==> src/rtl/shift_seq_pkg.sv <==
// Shared types and shifter codes for the shift sequencer.
// Imported by shift_sequencer and shift_amt_counter.
package shift_seq_pkg;

  typedef enum logic [1:0] {
    IDLE  = 2'd0,
    LOAD  = 2'd1,
    SHIFT = 2'd2,
    DONE  = 2'd3
  } state_e;

  localparam logic [1:0] S_HOLD  = 2'b00;
  localparam logic [1:0] S_RIGHT = 2'b01;
  localparam logic [1:0] S_LEFT  = 2'b10;
  localparam logic [1:0] S_LOAD  = 2'b11;

endpackage

==> src/rtl/shift_amt_counter.sv <==
// Shift-amount down-counter with load, decrement and is-one flag.
// The flag lets the sequencer leave SHIFT without the count wrapping.
module shift_amt_counter
  import shift_seq_pkg::*;
#(
  parameter int CNT_W = 4
) (
  input  logic             clk,
  input  logic             rst,
  input  logic             load_i,
  input  logic             dec_i,
  input  logic [CNT_W-1:0] val_i,
  output logic             is_one_o
);

  logic [CNT_W-1:0] cnt_q;
  logic [CNT_W-1:0] cnt_d;

  // Next count: load wins over decrement.
  always_comb begin
    cnt_d = cnt_q;
    if (load_i)
      cnt_d = val_i;
    else if (dec_i)
      cnt_d = cnt_q - 1'b1;
  end

  // Count register.
  always_ff @(posedge clk or negedge rst) begin
    if (!rst)
      cnt_q <= '0;
    else
      cnt_q <= cnt_d;
  end

  assign is_one_o = (cnt_q == CNT_W'(1));

endmodule

==> src/rtl/shift_sequencer.sv <==
// Multi-bit shift controller driving a 1-bit-per-cycle shifter.
// Optional abort input enabled by SHIFT_SEQ_ABORT_EN.
module shift_sequencer
  import shift_seq_pkg::*;
#(
  parameter int WIDTH = 16,
  parameter int CNT_W = 4
) (
  input  logic             clk,
  input  logic             rst,
  input  logic             start,
  input  logic             dir,
  input  logic [CNT_W-1:0] amount,
  input  logic [WIDTH-1:0] operand,
  output logic [1:0]       shf_s,
  output logic [WIDTH-1:0] shf_in,
  input  logic [WIDTH-1:0] shf_out,
`ifdef SHIFT_SEQ_ABORT_EN
  input  logic             abort,
`endif
  output logic             busy,
  output logic             done,
  output logic [WIDTH-1:0] result
);

  state_e           state_q, state_d;
  logic [WIDTH-1:0] operand_q, operand_d;
  logic [CNT_W-1:0] amount_q, amount_d;
  logic             dir_q, dir_d;
  logic             busy_q, busy_d;
  logic             done_q, done_d;
  logic [WIDTH-1:0] result_q, result_d;
  logic             cnt_ld, cnt_dec, cnt_is_one;
  logic             abort_w;

`ifdef SHIFT_SEQ_ABORT_EN
  assign abort_w = abort;
`else
  assign abort_w = 1'b0;
`endif

  shift_amt_counter #(.CNT_W(CNT_W)) u_cnt (
    .clk      (clk),
    .rst      (rst),
    .load_i   (cnt_ld),
    .dec_i    (cnt_dec),
    .val_i    (amount_q),
    .is_one_o (cnt_is_one)
  );

  // Next state, shifter codes and request capture.
  always_comb begin
    state_d   = state_q;
    operand_d = operand_q;
    amount_d  = amount_q;
    dir_d     = dir_q;
    shf_s     = S_HOLD;
    shf_in    = shf_out;
    cnt_ld    = 1'b0;
    cnt_dec   = 1'b0;
    unique case (state_q)
      IDLE: begin
        if (start && !abort_w) begin
          operand_d = operand;
          amount_d  = amount;
          dir_d     = dir;
          state_d   = LOAD;
        end
      end
      LOAD: begin
        shf_s   = S_LOAD;
        shf_in  = operand_q;
        cnt_ld  = 1'b1;
        state_d = (amount_q != '0) ? SHIFT : DONE;
      end
      SHIFT: begin
        shf_s   = dir_q ? S_LEFT : S_RIGHT;
        cnt_dec = 1'b1;
        if (cnt_is_one)
          state_d = DONE;
      end
      DONE: begin
        state_d = IDLE;
      end
    endcase
    if (abort_w && (state_q == LOAD || state_q == SHIFT))
      state_d = IDLE;
  end

  // Status and result next values.
  always_comb begin
    busy_d   = (state_d != IDLE);
    done_d   = (state_q == DONE);
    result_d = (state_q == DONE) ? shf_out : result_q;
  end

  // State and datapath registers.
  always_ff @(posedge clk or negedge rst) begin
    if (!rst) begin
      state_q   <= IDLE;
      operand_q <= '0;
      amount_q  <= '0;
      dir_q     <= 1'b0;
      busy_q    <= 1'b0;
      done_q    <= 1'b0;
      result_q  <= '0;
    end else begin
      state_q   <= state_d;
      operand_q <= operand_d;
      amount_q  <= amount_d;
      dir_q     <= dir_d;
      busy_q    <= busy_d;
      done_q    <= done_d;
      result_q  <= result_d;
    end
  end

  assign busy   = busy_q;
  assign done   = done_q;
  assign result = result_q;

endmodule

==> config.mk <==
export PLATFORM = sky130hd
export DESIGN_NAME = shift_sequencer
export DESIGN_NICKNAME = d
export VERILOG_FILES = /design/src/rtl/shift_seq_pkg.sv /design/src/rtl/shift_amt_counter.sv /design/src/rtl/shift_sequencer.sv
export SDC_FILE = /design/constraint.sdc
export NUM_CORES = 1
export LEC_CHECK = 0
export CAP_MARGIN = 5
export CORE_UTILIZATION = 45
export CTS_CLUSTER_DIAMETER = 120
export CTS_CLUSTER_SIZE = 25
export DETAILED_ROUTE_END_ITERATION = 10
export GPL_TIMING_DRIVEN = 0
export HOLD_SLACK_MARGIN = 0.12
export PLACE_DENSITY = 0.77
export SYNTH_ARGS = -nofsm -noshare
export SYNTH_HDL_FRONTEND = slang
export SYNTH_SLANG_ARGS = --single-unit
==> constraint.sdc <==
create_clock -name clk -period 1.6 [get_ports clk]
set_input_delay 0.24 -clock clk [delete_from_list [all_inputs] [get_ports clk]]
set_output_delay 0.24 -clock clk [all_outputs]
set_load 0.01 [all_outputs]
# Word-level counts from Yosys, hierarchy flattened
# Cells that the tools add are included.
[word_totals]
ff_bits = 45
elab_cells = 29
in_bits = 40
output_inout_bits = 36
[classes]
add_sub_neg = 1
reduce_logical = 5
muxes = 11
n_eq_ne = 4
[ops]
columns = ["cell", "n"]
rows = [
  ["$mux 16", 1],
  ["$mux 4", 2],
  ["$pmux 2 s4", 1],
  ["$mux 2", 3],
  ["$eq 2x2->1 const B", 2],
  ["$eq 4x1->1 const B", 1],
  ["$pmux 2 s2", 1],
  ["$reduce_bool 2->1", 2],
  ["$reduce_bool 4->1", 1],
  ["$sub 4x1->4 const B", 1],
  ["$mux 1", 3],
  ["$eq 2x1->1 const B", 1],
  ["$logic_not 2->1", 1],
  ["$reduce_and 2->1", 1],
]

# Longest topological paths before layout
# Gate-level depths: netlist (run 1).
[depth]
depth_word = 4
depth_mapped = 6
mapped_depth_nobuf = 5

# Cells and area by module
# From an unflattened synthesis (run 1), not the netlist that was laid out.
[hier_totals]
cells_unflattened = 141
area_unflattened_um2 = 2217.1
[by_module_without_submodules]
columns = ["mod", "seq_area_each_um2", "cells_each", "area_per_inst_um2", "instances"]
rows = [
  ["shift_sequencer", 1026.0, 118, 1976.9, 1],
  ["shift_amt_counter", 100.1, 23, 240.2, 1],
]

# Worst setup path after synthesis (run 1)
# No wires, ideal clock.
[synth_timing]
path_kind = "register to output"
from = "reg state_q[1]"
to = "out shf_in[10]"
path_stages_with_launch = 5
path_slack_ns = 0.130
arrival_time_ns = 1.230
path_buffers = 1
t_required_ns = 1.360
cell_sequence = "dfrtp_1 > inv_1 > ha_1 > buf_4 > mux2_2"
[synth_via]
elab_chain_len = 2
[synth_rtl]
columns = ["item", "line_no", "source"]
rows = [
  ["start: declaration", "shift_sequencer.sv:26", "state_e state_q, state_d;"],
  ["start signal: assignment", "shift_sequencer.sv:108", "state_q <= state_d;"],
  ["$eq 2x1->1", "shift_sequencer.sv:61", "unique case (state_q)"],
  ["$mux 16", "shift_sequencer.sv:61", ""],
  ["end: declaration", "shift_sequencer.sv:16", "output logic [WIDTH-1:0] shf_in,"],
]
# No other way between the ends.

# Final worst setup path (run 1)
[layout_timing]
from = "reg state_q[0]"
to = "out shf_in[4]"
# Same word-level chain as after synthesis.

==> results.yml, run 1 <==
floorplanning:
  dieArea_um2: 5150
  rows: 25
  pin_count: 76
  die_y_um: 71.7
  fp.dieW_um: 71.7
  start_util_pct: 46.6
  core_area_um2: 4690
power_and_ir_drop:
  power_frac_seq_pct: 30.7
  swShare_pct: 32.9
  p_int_mw: 4.60
  p_comb_share_pct: 59.3
  p_per_area_nw_per_um2: 2030
  pwr-share-clk_pct: 10.0
  p_sw_mw: 2.25
  p_leak_nw: 1.55
  irDropWorstVdd_v: 0.000991
clocking:
  cts-root-buf: "clkbuf_8"
  cts_max_level: 2
  clock_path_buffers: 2
  cts_sinks: 45
  clk_pin_slew_ns: 0.08
  clk_latency_ns: 0.29
  cts_made_buffers: 5
  cts_tree: "built"
worst_setup_path:
  critPathLaunch: "state_q[0]"
  startpoint_type: "flip-flop"
  r2r-start: "state_q[1]"
  worstPathArrival_ns: 1.64
  critPathKind: "flip-flop to output pin"
  critPathRequiredTime_ns: 1.36
  path_max_fanout: 5
  cp-end-kind: "output pin"
  reg2reg_slack_ns: 0.06
  timing.rr.end: "operand_q[3]"
  r2r_cells: 7
timing:
  hold_viol_final: 0
  rsz0062_at_grt: "yes"
  skew_ns: 0.00362
  worstMarginPinSlew_ns: 0.282
  setup_slack_ns: -0.282
  drv_slew: 0
  relSlewSlack_pct: 81.0
  finalSetupViolCount: 18
  setup-tns-final_ns: -3.78
  fmax_mhz: 531
  whs_ns: 0.335
  period_share_pct: 118
  period_minus_slack_ns: 1.88
route:
  ant_nets: 0
  routed_wirelength_um: 4950
  firstDrtPassIters: 4
  drtIter0Drc: 60
  via_count: 1541
  detail_route.wl_per_cell_um: 16.4
  routed_via_density: 5.12
  drc: 0
logic_synthesis:
  synth_edf_count: 0
  syn_area_um2: 2190
  yosysSeqAreaShare_pct: 51.5
  ys_seq_elements: 45
  synthFlopType: "dfrtp_1"
  synth_area_per_cell_um2: 14.8
  netlist_instances: 148
  synth_nets: 195
  postSynth.asyncResetShare_pct: 100
  synth.distinct_cells: 24
  yosys_warnings: 0
worst_hold_path:
  hold_class: "input pin to async pin"
outcome:
  status: "finished, violations left"
  violations: "negative setup slack"
global_route:
  grt_max_degree: 38
  antenna_found_initial: 0
  grt_usage_pct: 19.4
  grt_pass1_vias: 1596
  overflow: 0
  grt_pass1_wl_um: 7730
finish:
  fin_nets: 293
  final_core_util_pct: 71.8
  n_antenna_cell: 0
  drive_gt1_share_pct: 46.2
  syn2layout_area_growth_pct: 54.0
place:
  hpwl_um: 3180
  preCtsSetupSlack_ns: -0.479
  gp_congestion: 0.775
  io_buffer_count: 75
run:
  cap_viol_max_count: 0
## critical path, cell delays in order (launching register included)
cell,delay [ns]
dfrtp_1,0.39
buf_6,0.13
ha_4,0.18
buf_12,0.13
buf_8,0.12
mux2_2,0.27
buf_6,0.12
## layout make-up
class | count | area (um2)
Inverter | 6 | 25.0
Sequential cell | 45 | 1130
Multi-Input combinational cell | 90 | 1060
Buffer | 5 | 63.8
Tap cell | 54 | 67.6
Timing Repair Buffer | 93 | 946
Fill cell | 316 | 1320
Clock inverter | 2 | 10.0
Clock buffer | 6 | 72.6
## power groups by stage
stage          registers [mW]  clock network (mW)  logic (mW)
6_report                 2.10               0.683        4.06
5_1_grt                  2.17               0.741        4.32
3_5_place_dp             2.11                   0        3.30
3_3_place_gp             2.11                   0        3.25
4_1_cts                  2.09               0.702        3.98
2_1_floorplan            2.14                   0        2.00
## per-layer routing
metal / wire, um / global-route usage [%] / vias to the layer above / part of all wire, %
li1: - / - / 714 / -
met1: 2280 / 26.2 / 773 / 46
met2: 2410 / 32.3 / 47 / 49
met3: 184 / 2.11 / 7 / 3.7
met4: 76 / 7.41 / 0 / 1.5
met5: 0 / 0 / - / 0
## cell families after synthesis
family                   synth area share, %
AND/OR/NAND/NOR                         3.20
flip-flops                              51.5
multiplexers                            33.3
buffers and inverters                   4.00
adder cells (fa/ha/maj)                 4.00
AO/OA/AOI/OAI                           4.00
## how the worst max path moves through the flow
| stage | end | slack [ns] | depth (start not counted) |
|---|---|---|---|
| after floorplan | shf_in[10] | 0.13 | 4 |
| after global placement | result[11] | -0.95 | 1 |
| after detailed placement | shf_in[4] | -0.48 | 5 |
| after CTS | shf_in[2] | -0.29 | 6 |
| after global routing | shf_in[4] | -0.35 | 6 |
| final | shf_in[4] | -0.28 | 6 |
## synthesized netlist by cell type (all sizes together) (2+ instances only)
cell | instances | area (um2)
buf | 7 | 65.1
dfrtp | 45 | 1130
ha | 7 | 87.6
nand2 | 4 | 17.5
a21oi | 7 | 35.0
o21ai | 2 | 10.0
mux2i | 2 | 20.0
o22ai | 3 | 18.8
inv | 6 | 22.5
mux2 | 53 | 709
nor3 | 2 | 15.0
nor2 | 3 | 11.3
## sequential cells by signal, summed over array words and instances (netlist names)
signal / cells
state_q: 2
u_cnt.cnt_q: 4
dir_q: 1
result: 16
operand_q: 16
done: 1
amount_q: 4
busy: 1
## cell usage in the layout, fill, tap and decap left out, drive strengths merged, types with 3 or more instances in the layout
cell / count
ha: 7
clkdlybuf4s50: 56
nand2: 4
o22ai: 3
nor2: 3
a21oi: 7
buf: 41
clkbuf: 6
inv: 6
dfrtp: 45
mux2: 53
## what timing repair did
item / CTS / global route
hold buffers: 1 / 0
endpoints found under the setup margin: 18 / 29
gates resized for setup: 112 / 12
hold endpoints to repair: 45 / 0
pin swaps: 2 / 3
buffers inserted: 12 / 4
gates cloned: 1 / 0
## through the flow
stage,instance area (um2),power (mW),cells
2_1_floorplan,2190,4.14,148
3_3_place_gp,3010,5.36,277
3_5_place_dp,3020,5.41,278
4_1_cts,3350,6.78,300
5_1_grt,3370,7.23,301
6_report,3370,6.85,301
(Power assumes the default switching activity.)
==> run 2: changes to the inputs <==
--- a/config.mk
+++ b/config.mk
@@ -5,7 +5,7 @@
 export SDC_FILE = /design/constraint.sdc
 export NUM_CORES = 1
 export LEC_CHECK = 0
-export CAP_MARGIN = 5
+export CAP_MARGIN = 0
 export CORE_UTILIZATION = 45
 export CTS_CLUSTER_DIAMETER = 120
 export CTS_CLUSTER_SIZE = 25
==> results of run 2 <==
Same layout as run 1: the final DEF is identical, and so are final timing and power.
